`config.mk`:
```
export PLATFORM = sky130hd
export DESIGN_NAME = mips_mc_control_flat
export DESIGN_NICKNAME = d
export VERILOG_FILES = /design/src/rtl/mips_mc_control_if.sv /design/src/rtl/mips_mc_control.sv /design/src/flat_wrapper.sv
export SDC_FILE = /design/constraint.sdc
export NUM_CORES = 1
export LEC_CHECK = 0
export BUFFER_PORTS_ARGS = -buffer_cell sky130_fd_sc_hd__buf_2
export CORE_MARGIN = 2
export CORE_UTILIZATION = 56
export CTS_CLUSTER_SIZE = 20
export DETAILED_ROUTE_END_ITERATION = 16
export PLACE_DENSITY = 0.85
export RECOVER_POWER = 100
export SYNTH_ARGS = -nofsm -noshare
export SYNTH_HDL_FRONTEND = slang
export SYNTH_SLANG_ARGS = --single-unit
```
`constraint.sdc`:
```
create_clock -name clk -period 3.86 [get_ports clk]
set_input_delay 0.193 -clock clk [delete_from_list [all_inputs] [get_ports clk]]
set_output_delay 0.193 -clock clk [all_outputs]
set_load 0.01 [all_outputs]
```
`src/rtl/mips_mc_control_if.sv`:
```
// rtl/mips_mc_control_if.sv - control-unit to datapath/memory signal bundle
interface mips_mc_control_if #(
    parameter int CNT_WIDTH = 32
);
    logic [5:0]           Op;
    logic [5:0]           Funct;
    logic                 Zero;
    logic                 mem_ready;
    logic                 mem_req;
    logic                 IorD;
    logic                 MemWrite;
    logic                 IRWrite;
    logic                 PCWrite;
    logic                 Branch;
    logic                 PCEn;
    logic [1:0]           PCSrc;
    logic                 ALUSrcA;
    logic [2:0]           ALUSrcB;
    logic [2:0]           ALUControl;
    logic                 RegWrite;
    logic                 RegDst;
    logic                 MemtoReg;
    logic                 fault;
    logic [1:0]           fault_code;
    logic [CNT_WIDTH-1:0] instr_count;

    modport master (
        input  Op, Funct, Zero, mem_ready,
        output mem_req, IorD, MemWrite, IRWrite, PCWrite, Branch, PCEn, PCSrc,
               ALUSrcA, ALUSrcB, ALUControl, RegWrite, RegDst, MemtoReg,
               fault, fault_code, instr_count
    );

    modport slave (
        output Op, Funct, Zero, mem_ready,
        input  mem_req, IorD, MemWrite, IRWrite, PCWrite, Branch, PCEn, PCSrc,
               ALUSrcA, ALUSrcB, ALUControl, RegWrite, RegDst, MemtoReg,
               fault, fault_code, instr_count
    );
endinterface

```
`src/rtl/mips_mc_control.sv`:
```
// rtl/mips_mc_control.sv - multicycle MIPS control FSM with memory handshake and watchdog
module mips_mc_control #(
    parameter int WATCHDOG_CYCLES = 16,
    parameter int CNT_WIDTH       = 32,
    parameter bit ENABLE_EXT      = 1'b1
) (
    input  logic             clk,
    input  logic             reset,
    mips_mc_control_if.master bus
);
    typedef enum logic [3:0] {
        S_FETCH, S_DECODE, S_MEMADR, S_MEMRD, S_MEMWB, S_MEMWR, S_EXEC,
        S_ALUWB, S_BRANCH, S_ADDIEX, S_LOGIEX, S_IMMWB, S_JUMP, S_FAULT
    } state_t;

    localparam logic [5:0] OP_R    = 6'b000000;
    localparam logic [5:0] OP_J    = 6'b000010;
    localparam logic [5:0] OP_BEQ  = 6'b000100;
    localparam logic [5:0] OP_BNE  = 6'b000101;
    localparam logic [5:0] OP_ADDI = 6'b001000;
    localparam logic [5:0] OP_ANDI = 6'b001100;
    localparam logic [5:0] OP_ORI  = 6'b001101;
    localparam logic [5:0] OP_LW   = 6'b100011;
    localparam logic [5:0] OP_SW   = 6'b101011;

    localparam logic [2:0] ALU_ADD = 3'b010;
    localparam logic [2:0] ALU_SUB = 3'b110;
    localparam logic [2:0] ALU_AND = 3'b000;
    localparam logic [2:0] ALU_OR  = 3'b001;
    localparam logic [2:0] ALU_SLT = 3'b111;

    localparam int          WD_W     = (WATCHDOG_CYCLES < 2) ? 1 : $clog2(WATCHDOG_CYCLES + 1);
    localparam logic [31:0] WD_LIMIT = WATCHDOG_CYCLES;

    state_t               state, state_nx;
    logic [1:0]           code_q, code_nx;
    logic [WD_W-1:0]      wd_q;
    logic [CNT_WIDTH-1:0] cnt_q;
    logic                 waiting, timeout, taken;

    // The watchdog only runs while a memory-access state is stalled; any other cycle clears it.
    assign waiting = ((state == S_FETCH) || (state == S_MEMRD) || (state == S_MEMWR)) && !bus.mem_ready;
    assign timeout = (WATCHDOG_CYCLES != 0) && waiting && ((32'(wd_q) + 32'd1) >= WD_LIMIT);

    always_ff @(posedge clk or negedge reset) begin
        if (!reset) begin
            state  <= S_FETCH;
            code_q <= 2'b00;
            wd_q   <= '0;
            cnt_q  <= '0;
        end else begin
            state  <= state_nx;
            code_q <= code_nx;
            wd_q   <= (waiting && !timeout) ? wd_q + 1'b1 : '0;
            if (state == S_FETCH && bus.mem_ready)
                cnt_q <= cnt_q + 1'b1;
        end
    end

    always_comb begin
        bus.mem_req    = 1'b0;
        bus.IorD       = 1'b0;
        bus.MemWrite   = 1'b0;
        bus.IRWrite    = 1'b0;
        bus.PCWrite    = 1'b0;
        bus.Branch     = 1'b0;
        bus.PCSrc      = 2'b00;
        bus.ALUSrcA    = 1'b0;
        bus.ALUSrcB    = 3'b000;
        bus.ALUControl = 3'b000;
        bus.RegWrite   = 1'b0;
        bus.RegDst     = 1'b0;
        bus.MemtoReg   = 1'b0;
        taken          = 1'b0;
        state_nx       = state;
        code_nx        = code_q;

        case (state)
            S_FETCH: begin
                bus.mem_req    = reset;
                bus.ALUSrcB    = 3'b001;
                bus.ALUControl = ALU_ADD;
                bus.IRWrite    = bus.mem_ready;
                bus.PCWrite    = bus.mem_ready;
                if (bus.mem_ready)  state_nx = S_DECODE;
                else if (timeout)   state_nx = S_FAULT;
            end
            S_DECODE: begin
                bus.ALUSrcB    = 3'b011;
                bus.ALUControl = ALU_ADD;
                case (bus.Op)
                    OP_LW, OP_SW:    state_nx = S_MEMADR;
                    OP_R:            state_nx = S_EXEC;
                    OP_BEQ:          state_nx = S_BRANCH;
                    OP_BNE:          state_nx = ENABLE_EXT ? S_BRANCH : S_FAULT;
                    OP_ADDI:         state_nx = ENABLE_EXT ? S_ADDIEX : S_FAULT;
                    OP_ANDI, OP_ORI: state_nx = ENABLE_EXT ? S_LOGIEX : S_FAULT;
                    OP_J:            state_nx = ENABLE_EXT ? S_JUMP : S_FAULT;
                    default:         state_nx = S_FAULT;
                endcase
            end
            S_MEMADR: begin
                bus.ALUSrcA    = 1'b1;
                bus.ALUSrcB    = 3'b010;
                bus.ALUControl = ALU_ADD;
                state_nx       = (bus.Op == OP_SW) ? S_MEMWR : S_MEMRD;
            end
            S_MEMRD: begin
                bus.mem_req = 1'b1;
                bus.IorD    = 1'b1;
                if (bus.mem_ready)  state_nx = S_MEMWB;
                else if (timeout)   state_nx = S_FAULT;
            end
            S_MEMWB: begin
                bus.RegWrite = 1'b1;
                bus.MemtoReg = 1'b1;
                state_nx     = S_FETCH;
            end
            S_MEMWR: begin
                bus.mem_req  = 1'b1;
                bus.IorD     = 1'b1;
                bus.MemWrite = 1'b1;
                if (bus.mem_ready)  state_nx = S_FETCH;
                else if (timeout)   state_nx = S_FAULT;
            end
            S_EXEC: begin
                bus.ALUSrcA = 1'b1;
                state_nx    = S_ALUWB;
                case (bus.Funct)
                    6'b100000: bus.ALUControl = ALU_ADD;
                    6'b100010: bus.ALUControl = ALU_SUB;
                    6'b100100: bus.ALUControl = ALU_AND;
                    6'b100101: bus.ALUControl = ALU_OR;
                    6'b101010: bus.ALUControl = ALU_SLT;
                    default:   state_nx       = S_FAULT;
                endcase
            end
            S_ALUWB: begin
                bus.RegWrite = 1'b1;
                bus.RegDst   = 1'b1;
                state_nx     = S_FETCH;
            end
            S_BRANCH: begin
                bus.ALUSrcA    = 1'b1;
                bus.ALUControl = ALU_SUB;
                bus.PCSrc      = 2'b01;
                bus.Branch     = 1'b1;
                // Op[0] separates bne from beq, so it inverts the sense of Zero.
                taken          = bus.Zero ^ bus.Op[0];
                state_nx       = S_FETCH;
            end
            S_ADDIEX: begin
                bus.ALUSrcA    = 1'b1;
                bus.ALUSrcB    = 3'b010;
                bus.ALUControl = ALU_ADD;
                state_nx       = S_IMMWB;
            end
            S_LOGIEX: begin
                bus.ALUSrcA    = 1'b1;
                bus.ALUSrcB    = 3'b100;
                bus.ALUControl = bus.Op[0] ? ALU_OR : ALU_AND;
                state_nx       = S_IMMWB;
            end
            S_IMMWB: begin
                bus.RegWrite = 1'b1;
                state_nx     = S_FETCH;
            end
            S_JUMP: begin
                bus.PCSrc   = 2'b10;
                bus.PCWrite = 1'b1;
                state_nx    = S_FETCH;
            end
            default: ;
        endcase

        // Timeouts only arise in stalled memory states; decode/exec faults are always illegal encodings.
        if (state_nx == S_FAULT && state != S_FAULT)
            code_nx = timeout ? 2'b10 : 2'b01;
        bus.PCEn = bus.PCWrite | taken;
    end

    assign bus.fault       = (state == S_FAULT);
    assign bus.fault_code  = code_q;
    assign bus.instr_count = cnt_q;
endmodule

```
`src/flat_wrapper.sv`:
```
// flat-port wrapper written by rule: the top's interface ports become plain ports
module mips_mc_control_flat 
#(
    parameter int WATCHDOG_CYCLES = 16,
    parameter int CNT_WIDTH       = 32,
    parameter bit ENABLE_EXT      = 1'b1
)
  (clk, reset, bus_Op, bus_Funct, bus_Zero, bus_mem_ready, bus_mem_req, bus_IorD, bus_MemWrite, bus_IRWrite, bus_PCWrite, bus_Branch, bus_PCEn, bus_PCSrc, bus_ALUSrcA, bus_ALUSrcB, bus_ALUControl, bus_RegWrite, bus_RegDst, bus_MemtoReg, bus_fault, bus_fault_code, bus_instr_count);
  mips_mc_control_if #(.CNT_WIDTH(CNT_WIDTH)) bus_i ();
  input  logic clk;
  input  logic reset;
  input wire logic [$bits(bus_i.Op)-1:0] bus_Op;
  input wire logic [$bits(bus_i.Funct)-1:0] bus_Funct;
  input wire logic [$bits(bus_i.Zero)-1:0] bus_Zero;
  input wire logic [$bits(bus_i.mem_ready)-1:0] bus_mem_ready;
  output wire logic [$bits(bus_i.mem_req)-1:0] bus_mem_req;
  output wire logic [$bits(bus_i.IorD)-1:0] bus_IorD;
  output wire logic [$bits(bus_i.MemWrite)-1:0] bus_MemWrite;
  output wire logic [$bits(bus_i.IRWrite)-1:0] bus_IRWrite;
  output wire logic [$bits(bus_i.PCWrite)-1:0] bus_PCWrite;
  output wire logic [$bits(bus_i.Branch)-1:0] bus_Branch;
  output wire logic [$bits(bus_i.PCEn)-1:0] bus_PCEn;
  output wire logic [$bits(bus_i.PCSrc)-1:0] bus_PCSrc;
  output wire logic [$bits(bus_i.ALUSrcA)-1:0] bus_ALUSrcA;
  output wire logic [$bits(bus_i.ALUSrcB)-1:0] bus_ALUSrcB;
  output wire logic [$bits(bus_i.ALUControl)-1:0] bus_ALUControl;
  output wire logic [$bits(bus_i.RegWrite)-1:0] bus_RegWrite;
  output wire logic [$bits(bus_i.RegDst)-1:0] bus_RegDst;
  output wire logic [$bits(bus_i.MemtoReg)-1:0] bus_MemtoReg;
  output wire logic [$bits(bus_i.fault)-1:0] bus_fault;
  output wire logic [$bits(bus_i.fault_code)-1:0] bus_fault_code;
  output wire logic [$bits(bus_i.instr_count)-1:0] bus_instr_count;
  assign bus_i.Op = bus_Op;
  assign bus_i.Funct = bus_Funct;
  assign bus_i.Zero = bus_Zero;
  assign bus_i.mem_ready = bus_mem_ready;
  assign bus_mem_req = bus_i.mem_req;
  assign bus_IorD = bus_i.IorD;
  assign bus_MemWrite = bus_i.MemWrite;
  assign bus_IRWrite = bus_i.IRWrite;
  assign bus_PCWrite = bus_i.PCWrite;
  assign bus_Branch = bus_i.Branch;
  assign bus_PCEn = bus_i.PCEn;
  assign bus_PCSrc = bus_i.PCSrc;
  assign bus_ALUSrcA = bus_i.ALUSrcA;
  assign bus_ALUSrcB = bus_i.ALUSrcB;
  assign bus_ALUControl = bus_i.ALUControl;
  assign bus_RegWrite = bus_i.RegWrite;
  assign bus_RegDst = bus_i.RegDst;
  assign bus_MemtoReg = bus_i.MemtoReg;
  assign bus_fault = bus_i.fault;
  assign bus_fault_code = bus_i.fault_code;
  assign bus_instr_count = bus_i.instr_count;
  mips_mc_control #(.WATCHDOG_CYCLES(WATCHDOG_CYCLES), .CNT_WIDTH(CNT_WIDTH), .ENABLE_EXT(ENABLE_EXT)) u_core (.clk(clk), .reset(reset), .bus(bus_i));
endmodule
```
==> reports/results.ini, run 1 <==
[grt]
grt_max_degree=45
grt_pass1_vias=1997
grt_usage=0.225
grt_first_pass_wirelength_mm=9.09
antenna_found_initial=0
grt_overflow=0

[setup_path]
path_class=register to register
path_common_cell=nand4_1
path_cells=nor4_1 > nand4_1 > nor2_1 > nand4_1 > xnor2_1
cp_slowest_cell=nor4_1
cp.required_ns=4.04
end_kind=register
cp_top_family=simple AND/OR/NAND/NOR gates
start_kind=register
crit_fanout=21
slowest_delay_ns=0.65
cp.arrival_ns=2.86
cp.buffers_inverters=0

[final_layout]
finalNetCount=347
fill_cells=387
post_route_cells_drive_above_1_share=0.0848
areaGrowthSynthToFinish_pct=12.7
antenna_cells=0
mostFrequentLayoutCell=clkbuf_1
final_cell_mix=56 x clkbuf_1, 43 x dfrtp_1, 26 x nand2_1, 23 x nor2_1, 22 x xnor2_1
final_cells=382

[clocking]
cts_made_buffers=5
cts.repair.resized=0
hold_buffers=0
worstSkewPairLatency_ns=0.29
clkTransAtPathRegs_ns=0.08
cts.sinks=43
post-cts-setup-buffers=0
cts_buffer_depth=2
cts-root-buf=clkbuf_8
cts_tree=yes
cts_max_level=2

[die]
pin_count=70
dieArea_um2=5040
fp.dieW_um=71.0
core_area_um2=4320
die_height_um=71.0
num_rows=24
initial_core_util=0.581

[power]
swShare=0.415
p_seq_frac=0.423
p_leak_nw=1.29
p_comb_frac=0.392
clkPwrFrac=0.185
vdd_drop_max_uv=284
power.switching_mw=0.609
power.internal_mw=0.859
power_density_nw_per_um2=518
fin_total_pwr_mw=1.47

[synthesis]
syn_inst=262
synthArstFlopShare=1.00
synthDistinctLibCells=59
synth_area_leaders=dfrtp_1 43%, xnor2_1 7.7%, xor2_1 5.2%, nand2_1 3.9%, nor2_1 3.1%
syn-num-nets=280
ys_seq_area_frac=0.428
postSynthRegisterBits=43
yosysTopAreaCellShare=0.428
yosysWarningCount=0
ys.flop_type=dfrtp_1
postSynthAreaPerCell_um2=9.59
synth_area_um2=2510
yosysTopAreaCell=dfrtp_1
synth_edf_count=0

[run_status]
violations=max-capacitance violations, max-slew violations
outcome=finished, violations left

[sta]
clock_skew_ns=0.00722
holdWs_ns=0.295
hold_violations=0
maxSlewViolCount=45
finalCritPeriodShare=0.695
setup_viol=0
grt_setup_unrepaired=false
setup_tns_ns=0
worst_slew_pin_slew_ns=2.22
fmax_mhz=373
slew_headroom=-0.477
fin_crit_ns=2.68

[route]
ant_nets=0
via_count=2128
wire_per_inst_um=13.8
viasPerCell=5.57
drt_first_pass_iters=4
drt_wl_total_mm=5.28
route.detailed.drc=0
dr.first_iter.drc_count=120

[run]
drv_cap=1

[placement]
placed_cells=374
dp_hpwl_mm=3.97
gp_congestion=0.960
port_buffers=69

[worst_hold_path]
hp-class=primary input to register

per-stage QoR:
| stage | worst slack [ns] | utilization | area [um^2] |
|---|---|---|---|
| 3_5_place_dp | 1.66 | 0.661 | 2860 |
| 5_1_grt | 0.814 | 0.655 | 2830 |
| 2_1_floorplan | 2.03 | - | 2510 |
| 3_3_place_gp | 1.72 | 0.661 | 2860 |
| 4_1_cts | 1.36 | 0.681 | 2940 |
| 6_report | 1.18 | 0.655 | 2830 |
worst register-to-register path: stages, from the launching register on:
cell and delay (ns):
dfrtp_1 0.63, nor4_1 0.65, nand4_1 0.41, nor2_1 0.55, nand4_1 0.18, xnor2_1 0.15
flip-flops by register name (all words and copies together), names as in the netlist:
register / flops
u_core.state: 4
u_core.bus.instr_count: 32
u_core.wd_q: 5
u_core.bus.fault_code: 2
Yosys cell counts, types with 6 or more instances:
master / n
nor2_1: 21
nand3_1: 13
and3_1: 8
nand2_1: 26
xnor2_1: 22
nor3_1: 7
a21oi_1: 8
inv_1: 7
dfrtp_1: 43
and4_1: 6
nand4_1: 6
nand2b_1: 7
xor2_1: 15
path summary, 6_finish.rpt:
path / start / to / slack [ns] / depth (start not counted)
setup / recovery: u_core.state[1] / u_core.bus.instr_count[13] / 1.18 / 5
hold / removal: bus_Op[3] / u_core.state[2] / 0.29 / 3
setup reg to reg: u_core.state[1] / u_core.bus.instr_count[13] / 1.18 / 5
hold reg to reg: u_core.bus.instr_count[17] / u_core.bus.instr_count[17] / 0.48 / 1
max in group asynchronous: reset / u_core.bus.instr_count[20] / 2.05 / 1
min in group asynchronous: reset / u_core.bus.instr_count[26] / 0.55 / 1
power groups by stage:
stage,registers (mW),clock network (mW),logic [mW]
after floorplan,0.568,0,0.504
after global placement,0.630,0,0.605
after detailed placement,0.636,0,0.616
after CTS,0.627,0.278,0.618
after global routing,0.639,0.303,0.638
final,0.621,0.272,0.576
cells by family (layout without fill, tap and decap cells):
| family | count (synthesis) | after routing | synth area share |
|---|---|---|---|
| buffers and inverters | 17 | 85 | 0.0373 |
| XOR/XNOR | 37 | 37 | 0.129 |
| other | 1 | 1 | 0.00149 |
| adder cells (fa/ha/maj) | 2 | 2 | 0.00996 |
| AO/OA/AOI/OAI | 39 | 39 | 0.113 |
| AND/OR/NAND/NOR | 121 | 121 | 0.273 |
| flip-flops | 43 | 43 | 0.428 |
| multiplexers | 2 | 2 | 0.00797 |
metal layers:
| layer | track usage | share of wire | up-vias |
|---|---|---|---|
| met2 | 0.354 | 0.49 | 48 |
| met3 | 0.0442 | 0.048 | 4 |
| met1 | 0.314 | 0.45 | 1016 |
| li1 | - | - | 1060 |
| met5 | 0 | 0 | - |
| met4 | 0.0755 | 0.0087 | 0 |
final cells by class:
class / count / area [um^2] / area share
clock buffers: 6 / 72.6 / 0.0256
clock inverters: 2 / 12.5 / 0.00442
inverters: 8 / 30.0 / 0.0106
multi-input cells: 202 / 1300 / 0.459
flip-flops and latches: 43 / 1080 / 0.380
well taps: 52 / 65.1 / 0.0230
repair buffers: 69 / 277 / 0.0976
Power figures use the tool's default switching activity.
==> run 2: changes to the inputs <==
--- a/config.mk
+++ b/config.mk
@@ -7,10 +7,10 @@
 export LEC_CHECK = 0
 export BUFFER_PORTS_ARGS = -buffer_cell sky130_fd_sc_hd__buf_2
 export CORE_MARGIN = 2
-export CORE_UTILIZATION = 56
+export CORE_UTILIZATION = 52
 export CTS_CLUSTER_SIZE = 20
 export DETAILED_ROUTE_END_ITERATION = 16
-export PLACE_DENSITY = 0.85
+export PLACE_DENSITY = 0.8
 export RECOVER_POWER = 100
 export SYNTH_ARGS = -nofsm -noshare
 export SYNTH_HDL_FRONTEND = slang
==> constraint.sdc (replaced) <==
create_clock -name clk -period 2.5 [get_ports clk]
set_input_delay 0.125 -clock clk [delete_from_list [all_inputs] [get_ports clk]]
set_output_delay 0.125 -clock clk [all_outputs]
set_load 0.01 [all_outputs]
==> run 2 against run 1 <==
Net effect:
- the run now ends clean
- critical path depth did not move
- first-iteration DRC count rose by 43%
- non-clock buffer count rose by 2
- largest power group unchanged
- combinational power rose by 57%
- routed wire length rose by 3.5%
- die area rose by 7.3%
- via count rose by 2.4%
- total power rose by 57%
==> reports/results.ini, run 2 (synthesis results as in run 1) <==
[run_status]
outcome=completed

[placement]
gp_congestion=0.898
dp_hpwl_mm=4.03
port_buffers=69

[die]
core_area_um2=4690
fp.dieW_um=73.5
num_rows=25
pin_count=70
dieArea_um2=5400
initial_core_util=0.535
die_height_um=73.5

[route]
viasPerCell=5.65
dr.first_iter.drc_count=171
drt_first_pass_iters=4
wire_per_inst_um=14.2
ant_nets=0
route.detailed.drc=0
via_count=2179
drt_wl_total_mm=5.47

[clocking]
worstSkewPairLatency_ns=0.29
cts_made_buffers=5
cts-root-buf=clkbuf_8
cts_buffer_depth=2
clkTransAtPathRegs_ns=0.08
cts_tree=yes
post-cts-setup-buffers=0
cts_max_level=2
cts.sinks=43

[grt]
grt_usage=0.219
grt_pass1_vias=1992
grt_overflow=0
grt_max_degree=44
antenna_found_initial=0
grt_first_pass_wirelength_mm=9.22

[final_layout]
finalNetCount=349
antenna_cells=0
areaGrowthSynthToFinish_pct=14.5
mostFrequentLayoutCell=clkbuf_1
post_route_cells_drive_above_1_share=0.108
utilization=0.613
largest_reg_flops=32
final_cell_mix=53 x clkbuf_1, 41 x dfrtp_1, 26 x nand2_1, 23 x nor2_1, 22 x xnor2_1

[setup_path]
path_class=register to output pin
crit_fanout=19
start_kind=register
end_kind=output pin
cp.required_ns=2.38
cp.arrival_ns=2.22
r2r_cells=6

[sta]
finalCritPeriodShare=0.939
fmax_mhz=426
grt_setup_unrepaired=false
slew_headroom=0.320
maxSlewViolCount=0
fin_crit_ns=2.35
setup_tns_ns=0
clock_skew_ns=0.00750
setup_viol=0
hold_violations=0
worst_slew_pin_slew_ns=1.02

[power]
vdd_drop_max_uv=467
p_leak_nw=1.31
power_density_nw_per_um2=801

[worst_hold_path]
hp-class=primary input to register
min_path_cells=3

[run]
drv_cap=0

run 2: changes by cell type in the layout (fill, tap and decap cells not counted):
cell	change
nor4_4	+1
clkbuf_1	-3
nor3b_2	+1
clkbuf_2	+1
buf_2	+3
nor4_1	-1
dfrtp_2	+2
nor3b_1	-1
dlygate4sd3_1	+1
dfrtp_1	-2
run 2: worst paths after layout:
check | start | endpoint | slack (ns)
max in group asynchronous | reset | u_core.state[2] | 1.11
min in group asynchronous | reset | u_core.bus.instr_count[7] | 0.70
max | u_core.state[0] | bus_ALUControl[2] | 0.15
min | bus_Op[3] | u_core.state[2] | 0.23
min reg2reg | u_core.bus.instr_count[31] | u_core.bus.instr_count[31] | 0.47
max reg2reg | u_core.state[0] | u_core.bus.instr_count[31] | 0.23
run 2: critical path, stage by stage, from the launching register on:
cell	delay, ns
dfrtp_1	0.59
nand2b_2	0.32
or4b_1	0.51
nor3_1	0.21
a21o_1	0.15
clkbuf_1	0.14
run 2: timing repair:
item | 4_1_cts | 5_1_grt
hold endpoints to repair | 43 | 0
resized for setup | 0 | 2
setup endpoints to repair | 0 | 2
hold buffers | 1 | 0
run 2: stage by stage:
step / area (um^2) / power (mW) / hold slack (ns) / worst slack (ns) / instances
2_1_floorplan: 2510 / 1.65 / -0.171 / 0.674 / 262
3_3_place_gp: 2870 / 1.91 / 0.272 / 0.399 / 377
3_5_place_dp: 2870 / 1.93 / 0.269 / 0.269 / 377
4_1_cts: 2960 / 2.37 / 0.238 / 0.0566 / 386
5_1_grt: 2880 / 2.47 / 0.265 / 0.00987 / 386
6_report: 2880 / 2.30 / 0.227 / 0.152 / 386
run 2: per-layer routing:
layer | up-vias | part of all wire | track usage
met5 | - | 0 | 0
met4 | 0 | 0.013 | 0.0727
met3 | 8 | 0.049 | 0.0398
met2 | 60 | 0.48 | 0.344
met1 | 1047 | 0.46 | 0.306
li1 | 1064 | - | -
run 2: layout make-up:
| type | count | area, um^2 |
|---|---|---|
| timing repair buffer | 71 | 295 |
| multi-input combinational | 202 | 1320 |
| tap | 54 | 67.6 |
| clock buffer | 6 | 72.6 |
| clock inverter | 2 | 12.5 |
| sequential | 43 | 1080 |
| inverter | 8 | 30.0 |
| fill | 426 | 1820 |
run 2: power by group:
| group | total [mW] | switching, mW | internal [mW] |
|---|---|---|---|
| sequential | 0.972 | 0.192 | 0.780 |
| combinational | 0.904 | 0.531 | 0.373 |
| clock | 0.429 | 0.234 | 0.195 |
